--- src/rtl/sr_bank_driver.sv ---
// rtl/sr_bank_driver.sv - set/reset excitation driver for a bank of SR flip-flops
//
// Takes a target word through a valid/ready handshake. It compares the word with a
// shadow copy of the bank and turns the difference into per-bit set and reset
// commands. Those commands are held for HOLD cycles and then dropped. The shadow is
// updated only when the transaction completes.
//
// Parameters:
//   WIDTH  number of SR flops driven (1..32)
//   HOLD   cycles s_out/r_out are held per transaction (>=1)
//
// Ports:
//   clk, reset            clock; synchronous active-high reset
//   in_valid/in_ready     target word handshake
//   in_target, in_force   target word; force drives every bit regardless of shadow
//   s_out, r_out          per-bit set/reset commands (never both high on one bit)
//   q_fb                  bank Q readback (used only with SR_BANK_DRV_VERIFY_EN)
//   err_clr               clears sticky err
//   shadow                last committed bank value
//   busy, done            not-idle flag; one-cycle completion pulse
//   err                   sticky readback mismatch flag
//
// Optional feature macro: SR_BANK_DRV_VERIFY_EN enables the readback check that drives err.

module sr_bank_driver #(
    parameter int WIDTH = 8,
    parameter int HOLD  = 2
) (
    input  logic             clk,
    input  logic             reset,
    input  logic             in_valid,
    output logic             in_ready,
    input  logic [WIDTH-1:0] in_target,
    input  logic             in_force,
    output logic [WIDTH-1:0] s_out,
    output logic [WIDTH-1:0] r_out,
    input  logic [WIDTH-1:0] q_fb,
    input  logic             err_clr,
    output logic [WIDTH-1:0] shadow,
    output logic             busy,
    output logic             done,
    output logic             err
);

    localparam logic [1:0] ST_IDLE  = 2'd0;
    localparam logic [1:0] ST_DRIVE = 2'd1;
    localparam logic [1:0] ST_DONE  = 2'd2;

    localparam int CW = (HOLD > 1) ? $clog2(HOLD) : 1;

    logic [1:0]       state;
    logic [CW-1:0]    cnt;
    logic [WIDTH-1:0] tgt;
    logic [WIDTH-1:0] s_q;
    logic [WIDTH-1:0] r_q;
    logic [WIDTH-1:0] shadow_q;

    always_ff @(posedge clk) begin
        if (reset) begin
            state    <= ST_IDLE;
            cnt      <= '0;
            tgt      <= '0;
            s_q      <= '0;
            r_q      <= '0;
            shadow_q <= '0;
        end else begin
            case (state)
                ST_IDLE: begin
                    // When reset is low, in_ready is simply state==IDLE.
                    if (in_valid) begin
                        tgt <= in_target;
                        if (!in_force && (in_target == shadow_q)) begin
                            // The bank already holds the target, so no excitation is needed.
                            state    <= ST_DONE;
                            shadow_q <= in_target;
                        end else begin
                            state <= ST_DRIVE;
                            cnt   <= CW'(HOLD - 1);
                            // Each bit's s and r are complements of in_target, or
                            // masked complements of it. This makes s=r=1 impossible.
                            s_q   <= in_force ? in_target  : (in_target & ~shadow_q);
                            r_q   <= in_force ? ~in_target : (~in_target & shadow_q);
                        end
                    end
                end
                ST_DRIVE: begin
                    if (cnt == '0) begin
                        state    <= ST_DONE;
                        s_q      <= '0;
                        r_q      <= '0;
                        shadow_q <= tgt;
                    end else begin
                        cnt <= cnt - 1'b1;
                    end
                end
                ST_DONE: state <= ST_IDLE;
                default: state <= ST_IDLE;
            endcase
        end
    end

    assign in_ready = (state == ST_IDLE) & ~reset;
    assign busy     = (state != ST_IDLE);
    assign done     = (state == ST_DONE);
    assign s_out    = s_q;
    assign r_out    = r_q;
    assign shadow   = shadow_q;

`ifdef SR_BANK_DRV_VERIFY_EN
    logic err_q;

    // In the DONE cycle the bank has already clocked in the last DRIVE command.
    // Its Q must therefore equal the newly committed shadow. A new mismatch wins
    // over err_clr in the same cycle.
    always_ff @(posedge clk) begin
        if (reset) begin
            err_q <= 1'b0;
        end else if ((state == ST_DONE) && (q_fb != shadow_q)) begin
            err_q <= 1'b1;
        end else if (err_clr) begin
            err_q <= 1'b0;
        end
    end

    assign err = err_q;
`else
    logic unused_fb;
    assign unused_fb = &{1'b0, q_fb, err_clr};
    assign err       = 1'b0;
`endif

endmodule
--- config.mk ---
export PLATFORM = sky130hd
export DESIGN_NAME = sr_bank_driver
export DESIGN_NICKNAME = d
export VERILOG_FILES = /design/src/rtl/sr_bank_driver.sv
export SDC_FILE = /design/constraint.sdc
export NUM_CORES = 1
export LEC_CHECK = 0
export ABC_CLOCK_PERIOD_IN_PS = 3600
export CAP_MARGIN = 20
export CORE_AREA = 2 2 62 88
export CTS_BUF_LIST = sky130_fd_sc_hd__clkbuf_4
export DETAILED_ROUTE_END_ITERATION = 8
export DIE_AREA = 0 0 64 90
export PLACE_DENSITY = 0.66
export SLEW_MARGIN = 0
export SYNTH_ARGS = -nofsm -noshare
export SYNTH_HDL_FRONTEND = slang
export SYNTH_SLANG_ARGS = --single-unit
export TNS_END_PERCENT = 20
--- constraint.sdc ---
create_clock -name clk -period 3.6 [get_ports clk]
set_clock_uncertainty 0.2 [all_clocks]
set_input_delay 0.72 -clock clk [delete_from_list [all_inputs] [get_ports clk]]
set_output_delay 0.72 -clock clk [all_outputs]
set_load 0.01 [all_outputs]
Yosys cells after proc, flatten, opt, wreduce, memory -nomap -nowiden
Cells that the tools add are included.

Output and inout bits: 28. Logic and storage cells: 51. Register bits after elaboration: 35. Input port bits: 21.

Reductions and logical operators: 10. Equality and inequality tests: 7. $add $sub $neg: 1. Mux-type cells: 21. Bitwise logic cells: 6.

Operators with widths (count): $mux 8 (10); $pmux 8 s2 (3); $and 8x8->8 (2); $not 8->8 (2); $eq 8x8->1 (1); $ne 2x2->1 const B (4); $reduce_and 4->1 (2); $mux 2 (3); $pmux 2 s2 (1); $reduce_and 2->1 (2); $reduce_bool 2->1 (2); $mux 1 (3); $reduce_and 3->1 (1); $eq 2x1->1 const B (1); $eq 2x2->1 const B (1); $logic_not 2->1 (1); $pmux 1 s2 (1); $and 1x1->1 (1); $logic_and 1x1->1 (1); $logic_not 1->1 (1); $not 1->1 (1); $sub 1x1->1 const B (1).

Depth between registers and ports, before layout
Gate-level depths: netlist (run 1).

Depth in word-level cells: 6. Mapped depth: 8. Mapped depth without buffers: 6.

Worst setup path before layout (run 1)
No wires, ideal clock.

Path type: input to register. Start: input in_target[7]. End: register r_q[0] (netlist: r_out[0]). Buffers on the path: 1. Stages on the path: 7. Slack: 1.213 ns. Data required time: 3.311 ns. Arrival time: 2.098 ns. Setup time: 0.089 ns. Cell sequence: inv_1 > ha_1 > nand4b_4 > or3_4 > o21a_4 > buf_6 > o32ai_2.

Longest elaborated chain between the ends: 4.

Ends and longest elaborated chain: start: declaration (line 33) `input logic [WIDTH-1:0] in_target,`; $eq 8x8->1 (line 72) `if (!in_force && (in_target == shadow_q)) begin`; $logic_and 1x1->1 (line 72); $ne 2x2->1 (no line); $reduce_and 4->1 (no line); end signal: assignment (line 82) `r_q <= in_force ? ~in_target : (~in_target & shadow_q);`; end: declaration (line 55) `logic [WIDTH-1:0] r_q;`.

Every way passes these cells. A chain may end at the register's enable or synchronous reset.

Worst setup path after layout (run 1)
Start: register state[1]. End: output done.

Longest elaborated chain between the ends: 1.

Ends and longest elaborated chain: start: declaration (line 51) `logic [1:0] state;`; start signal: assignment (line 60) `state <= ST_IDLE;`; start signal: assignment (line 74) `state <= ST_DONE;`; start signal: assignment (line 77) `state <= ST_DRIVE;`; $eq 2x2->1 (line 104) `assign done = (state == ST_DONE);`; end: declaration (line 41) `output logic done,`.

Every way passes these cells.

==> results of run 1 <==
-- critical path, cell delays in order, from the launching register on --
cell and delay (ns):
dfxtp_1 0.60, inv_1 0.31, nor2_1 0.19, clkdlybuf4s50_1 0.55
-- sequential cells by signal, summed over array words and instances (netlist names) --
name,count
r_out,8
shadow,8
state,2
cnt,1
tgt,8
s_out,8
-- area by class of cell --
type | count | area, um^2
timing repair buffer | 45 | 433
inverter | 33 | 124
sequential | 35 | 701
tap | 66 | 82.6
clock buffer | 5 | 37.5
clock inverter | 3 | 38.8
fill | 483 | 2550
multi-input combinational | 121 | 1040
-- layer usage --
metal  vias up  share of wire
li1        790              -
met1       756           0.42
met2        35           0.51
met3         7          0.039
met4         0          0.025
met5         -              0
-- cell usage in the layout (no fill, tap or decap), types with 5 or more instances in the layout --
cell type / n
o21ai_0: 8
clkbuf_4: 5
dfxtp_1: 35
o32ai_1: 6
a221oi_1: 8
a21oi_1: 10
o211a_1: 8
mux2i_1: 16
nand2_1: 18
o32ai_2: 10
clkdlybuf4s50_1: 38
ha_1: 16
buf_4: 7
inv_1: 33
-- stage by stage --
step	area, um^2	hold slack (ns)	power (mW)
after global placement	2380	0.259	0.666
final	2450	0.281	0.936
after floorplan	1940	0.254	0.579
after detailed placement	2380	0.268	0.669
after CTS	2450	0.282	0.947
after global routing	2450	0.302	0.991
-- worst max-delay path by stage --
stage	to	slack, ns	cells after the start
after floorplan	r_out[0]$_SDFFE_PP0P_	1.21	7
after global placement	shadow[1]$_SDFFE_PP0P_	0.50	8
after detailed placement	shadow[1]$_SDFFE_PP0P_	0.48	8
after CTS	done	0.65	3
after global routing	done	0.53	3
final	done	0.68	3
-- power by group through the flow --
stage          combinational [mW]  sequential [mW]  clock (mW)
3_5_place_dp                0.227            0.442           0
3_3_place_gp                0.225            0.441           0
2_1_floorplan               0.132            0.447           0
5_1_grt                     0.248            0.437       0.306
4_1_cts                     0.228            0.433       0.286
6_report                    0.226            0.432       0.278
-- logic make-up (layout without fill, tap and decap cells) --
| kind of cell | Yosys count | in the layout |
|---|---|---|
| AO/OA/AOI/OAI | 55 | 55 |
| adder cells (fa/ha/maj) | 16 | 16 |
| buffers and inverters | 48 | 86 |
| flip-flops | 35 | 35 |
| multiplexers | 16 | 16 |
| other | 1 | 1 |
| AND/OR/NAND/NOR | 33 | 33 |
==> qor.yml, run 1 <==
detailed_routing:
  wirelength_mm: 4.39
  drt_iter0_drc: 55
  drc: 0
  first_pass_iters: 5
  vias: 1588
  wire_per_inst_um: 14.3
  viasPerCell: 5.16
  ant_nets: 0
synthesis:
  avgSynthCellArea_um2: 9.53
  netlist_area_um2: 1940
  yosysSeqAreaShare: 0.361
  synth_top_family_by_area: "compound AO/OA/AOI/OAI gates"
  synth_fp_nets: 241
  netlist-cell-type-count: 31
  synth_common_cells: "dfxtp_1 (35), inv_1 (33), nand2_1 (18)"
  synthMuxAreaShare: 0.0824
  synth_edf_count: 0
  syn_inst: 204
  yosysMostFrequentCell: "dfxtp_1"
  yosys.area_share.adder: 0.103
  synth_xor_area_frac: 0
  synth_compound_area_frac: 0.254
  synth_top_flop_cell: "dfxtp_1"
  yosys.area_share.simple: 0.0927
  synth_area_leaders: "dfxtp_1 (36%), ha_1 (10%), o32ai_2 (8.4%), mux2i_1 (8.2%), inv_1 (6.4%)"
  synth_largest_area_cell: "dfxtp_1"
  yosys_warnings: 0
  ys_ff_latch: 35
  asyncSetResetFlopFracSynth: 0
  synthDominantCellAreaShare: 0.361
global_route:
  grt-busiest-layer: "met2"
  antenna_found_initial: 0
  grt_use_met2: 0.276
  grt_pass1_wl_mm: 7.38
  grt_usage: 0.165
  grt_max_degree: 37
  gr-total-overflow: 0
  grtUsageMet3: 0.0288
  grt_pass1_vias: 1485
  gr-usage-met1: 0.202
clocking:
  cts-root-buf: "clkbuf_4"
  cts_resized: 0
  cts-htree-levels: 2
  clock-sinks: 35
  clock_path_buffers: 2
  clk_pin_slew_worst_paths_ns: 0.10
  cts_tree: "yes"
  ctsHoldBuffers: 0
  clock_latency_ns: 0.34
  postCtsSetupBuffers: 0
  cts_inserted_buffers: 5
worst_setup_path:
  crit_type: "flip-flop to output port"
  cp-start-kind: "flip-flop"
  reg2reg_depth: 6
  cp-end-kind: "output port"
  reg2reg_slack_ns: 1.54
  worstPathRequired_ns: 2.68
  worstPathArrival_ns: 2.00
  r2r-end: "shadow[1]$_SDFFE_PP0P_"
  startpoint: "state[1]$_SDFFE_PP0P_"
  r2r-start: "shadow[7]$_SDFFE_PP0P_"
  cp_max_fo: 13
cells_and_area:
  drive_above_1_share: 0.120
  syn2layout_area_growth_pct: 26.3
  antenna_cells: 0
  finalNonFillerCells: 308
  final_core_utilization: 0.491
  nNetsFinal: 278
job:
  max_cap_violations: 0
placement:
  placed_cells: 300
  place.gp.congestion: 0.759
  dp_hpwl_mm: 3.12
  io_buffers: 38
  dp_slack_ns: 0.484
power:
  p_leak_nw: 0.999
  power_density_nw_per_um2: 381
  ir_drop_uv: 186
  p_clk_frac: 0.297
  p_sw_frac: 0.287
  pwr-share-seq: 0.462
  intPower_mw: 0.667
  power.switching_mw: 0.269
  combPwrFrac: 0.241
floorplan:
  initial_core_util: 0.388
  ios: 49
  die_x_um: 64
  coreArea_um2: 5000
  num_rows: 31
  die-area_um2: 5760
  fp.dieH_um: 90
sta:
  setup_tns_ns: 0
  post-route-period-util: 0.811
  finalSetupViolCount: 0
  slew_violations: 0
  final.min_clock_period_ns: 2.92
  rsz0062_at_grt: "no"
  fmax_mhz: 343
  report.final.hold_viol_count: 0
  setup_ws_ns: 0.682
hold_path:
  hold_depth: 2
  hold_class: "flip-flop to flip-flop"
  hold_start: "tgt[0]$_SDFFE_PP0P_"
  hold_path_end: "tgt[0]$_SDFFE_PP0P_"
outcome:
  status: "complete, no violations"
(Power assumes the default switching activity.)
==> inputs of run 2 (changes only) <==
--- a/config.mk
+++ b/config.mk
@@ -5,7 +5,7 @@
 export SDC_FILE = /design/constraint.sdc
 export NUM_CORES = 1
 export LEC_CHECK = 0
-export ABC_CLOCK_PERIOD_IN_PS = 3600
+export ABC_CLOCK_PERIOD_IN_PS = 2800
 export CAP_MARGIN = 20
 export CORE_AREA = 2 2 62 88
 export CTS_BUF_LIST = sky130_fd_sc_hd__clkbuf_4
==> constraint.sdc (replaced) <==
create_clock -name clk -period 2.8 [get_ports clk]
set_clock_uncertainty 0.2 [all_clocks]
set_input_delay 0.56 -clock clk [delete_from_list [all_inputs] [get_ports clk]]
set_output_delay 0.56 -clock clk [all_outputs]
set_load 0.01 [all_outputs]
==> qor.yml, run 2 (synthesis results as in run 1) <==
floorplan:
  num_rows: 31  # unchanged
  fp.dieH_um: 90  # unchanged
  die-area_um2: 5760  # unchanged
  ios: 49  # unchanged
  die_x_um: 64  # unchanged
  initial_core_util: 0.388  # unchanged
  coreArea_um2: 5000  # unchanged
clocking:
  cts-root-buf: "clkbuf_4"
  clock-sinks: 35  # unchanged
  clock_latency_ns: 0.34  # about the same
  cts-htree-levels: 2  # unchanged
  cts_inserted_buffers: 5  # unchanged
  cts_tree: "yes"
  cts_resized: 0  # unchanged
  clk_pin_slew_worst_paths_ns: 0.11  # about the same
  ctsHoldBuffers: 0  # unchanged
  clock_path_buffers: 2  # unchanged
  postCtsSetupBuffers: 0  # unchanged
sta:
  slew_headroom: 0.451
  post-route-period-util: 0.908
  fmax_mhz: 393
  final.min_clock_period_ns: 2.54
  fin_hold_ws_ns: 0.285  # +0.00358 ns
  finalSetupViolCount: 0  # unchanged
  worst_slew_pin_slew_ns: 0.818
  rsz0062_at_grt: "no"
  report.final.hold_viol_count: 0  # unchanged
  slew_violations: 0  # unchanged
job:
  max_cap_violations: 0  # unchanged
global_route:
  grt_max_degree: 37  # unchanged
  gr-total-overflow: 0  # unchanged
  grt_pass1_wl_mm: 7.35  # -0.47%
  grt_pass1_vias: 1494  # +0.61%
  grt_usage: 0.167  # +0.00201
  antenna_found_initial: 0  # unchanged
worst_setup_path:
  cp_slowest_cell: "clkdlybuf4s50_1"
  cp_top_family: "buffers and inverters"
  max_stage_delay_ns: 0.54  # -0.06 ns
  worstPathArrival_ns: 1.78  # -0.22 ns
  path_cells: "or2_2 > nor2_1 > clkdlybuf4s50_1"
  cp-end-kind: "output port"
  reg2reg_slack_ns: 0.73  # -0.81 ns
  crit_type: "flip-flop to output port"
  critPathBufInv: 1  # -1
  cp-start-kind: "flip-flop"
  cp_max_fo: 13  # unchanged
  worstPathRequired_ns: 2.04  # -0.64 ns
detailed_routing:
  wire_per_inst_um: 13.8  # -3.1%
  wirelength_mm: 4.42  # +0.68%
  ant_nets: 0  # unchanged
  vias: 1561  # -1.7%
  viasPerCell: 4.88  # -5.4%
  drt_iter0_drc: 44  # -20%
  first_pass_iters: 4  # -1
  drc: 0  # unchanged
cells_and_area:
  antenna_cells: 0  # unchanged
  final_common_cell: "clkdlybuf4s50_1"
  drive_above_1_share: 0.161  # +0.0416
  fillers: 471  # -2.5%
  final_core_utilization: 0.507  # +0.0160
  mostFrequentLayoutCells: "clkdlybuf4s50_1 (38), dfxtp_1 (35), inv_1 (33)"
  nNetsFinal: 291  # +4.7%
  syn2layout_area_growth_pct: 30.5
placement:
  dp_hpwl_mm: 3.11  # -0.25%
  io_buffers: 38  # unchanged
  place.gp.congestion: 0.751  # -1.1%
power:
  ir_drop_uv: 283  # +52%
  power_density_nw_per_um2: 442  # +16%
  p_leak_nw: 1.05  # +5.4%
hold_path:
  hold_class: "flip-flop to flip-flop"
outcome:
  status: "complete, no violations"
==> run 2: cell count changes in the layout (fill, tap and decap cells not counted) <==
cell       delta
buf_12        +1
buf_4        +12
bufinv_16     -1
==> run 2: metrics by stage <==
| step | setup TNS (ns) | cell area (um^2) | total power, mW | std cells | setup slack (ns) |
|---|---|---|---|---|---|
| 6_report | 0 | 2530 | 1.12 | 320 | 0.258 |
| 5_1_grt | 0 | 2530 | 1.19 | 320 | 0.139 |
| 4_1_cts | 0 | 2530 | 1.14 | 320 | 0.233 |
| 3_5_place_dp | -0.528 | 2490 | 0.875 | 313 | -0.0619 |
| 3_3_place_gp | -0.237 | 2490 | 0.873 | 313 | -0.0350 |
| 2_1_floorplan | 0 | 1940 | 0.744 | 204 | 0.573 |
==> run 2: worst paths after layout <==
path | from | cells past startpoint | to
worst max-delay path | state[1]$_SDFFE_PP0P_ | 3 | in_ready
worst min register to register | r_out[5]$_SDFFE_PP0P_ | 2 | r_out[5]$_SDFFE_PP0P_
worst max register to register | shadow[7]$_SDFFE_PP0P_ | 5 | shadow[5]$_SDFFE_PP0P_
worst min-delay path | r_out[5]$_SDFFE_PP0P_ | 2 | r_out[5]$_SDFFE_PP0P_
==> run 2: power breakdown <==
group	total, mW	internal (mW)	switching, mW
sequential	0.555	0.533	0.0220
combinational	0.306	0.155	0.151
clock	0.260	0.0890	0.171
total	1.12	0.777	0.344
==> run 2: area by class of cell <==
| cell class | count | area (um^2) | area share |
|---|---|---|---|
| Clock buffer | 5 | 37.5 | 0.0148 |
| Clock inverter | 2 | 8.76 | 0.00346 |
| Inverter | 33 | 124 | 0.0489 |
| Multi-Input combinational cell | 121 | 1040 | 0.410 |
| Sequential cell | 35 | 701 | 0.276 |
| Tap cell | 66 | 82.6 | 0.0326 |
| Timing Repair Buffer | 58 | 543 | 0.214 |
==> run 2: routing by layer <==
layer / share of wire / global-route usage / vias up
li1: - / - / 810
met1: 0.45 / 0.199 / 721
met2: 0.50 / 0.287 / 25
met3: 0.024 / 0.0300 / 5
met4: 0.019 / 0.0707 / 0
met5: 0 / 0 / -
==> run 2: worst register-to-register path: stages (launching register included) <==
cell	delay [ns]
dfxtp_1	0.35
ha_1	0.33
nand4b_4	0.13
nor4_1	0.27
o21ai_1	0.31
a221oi_1	0.39
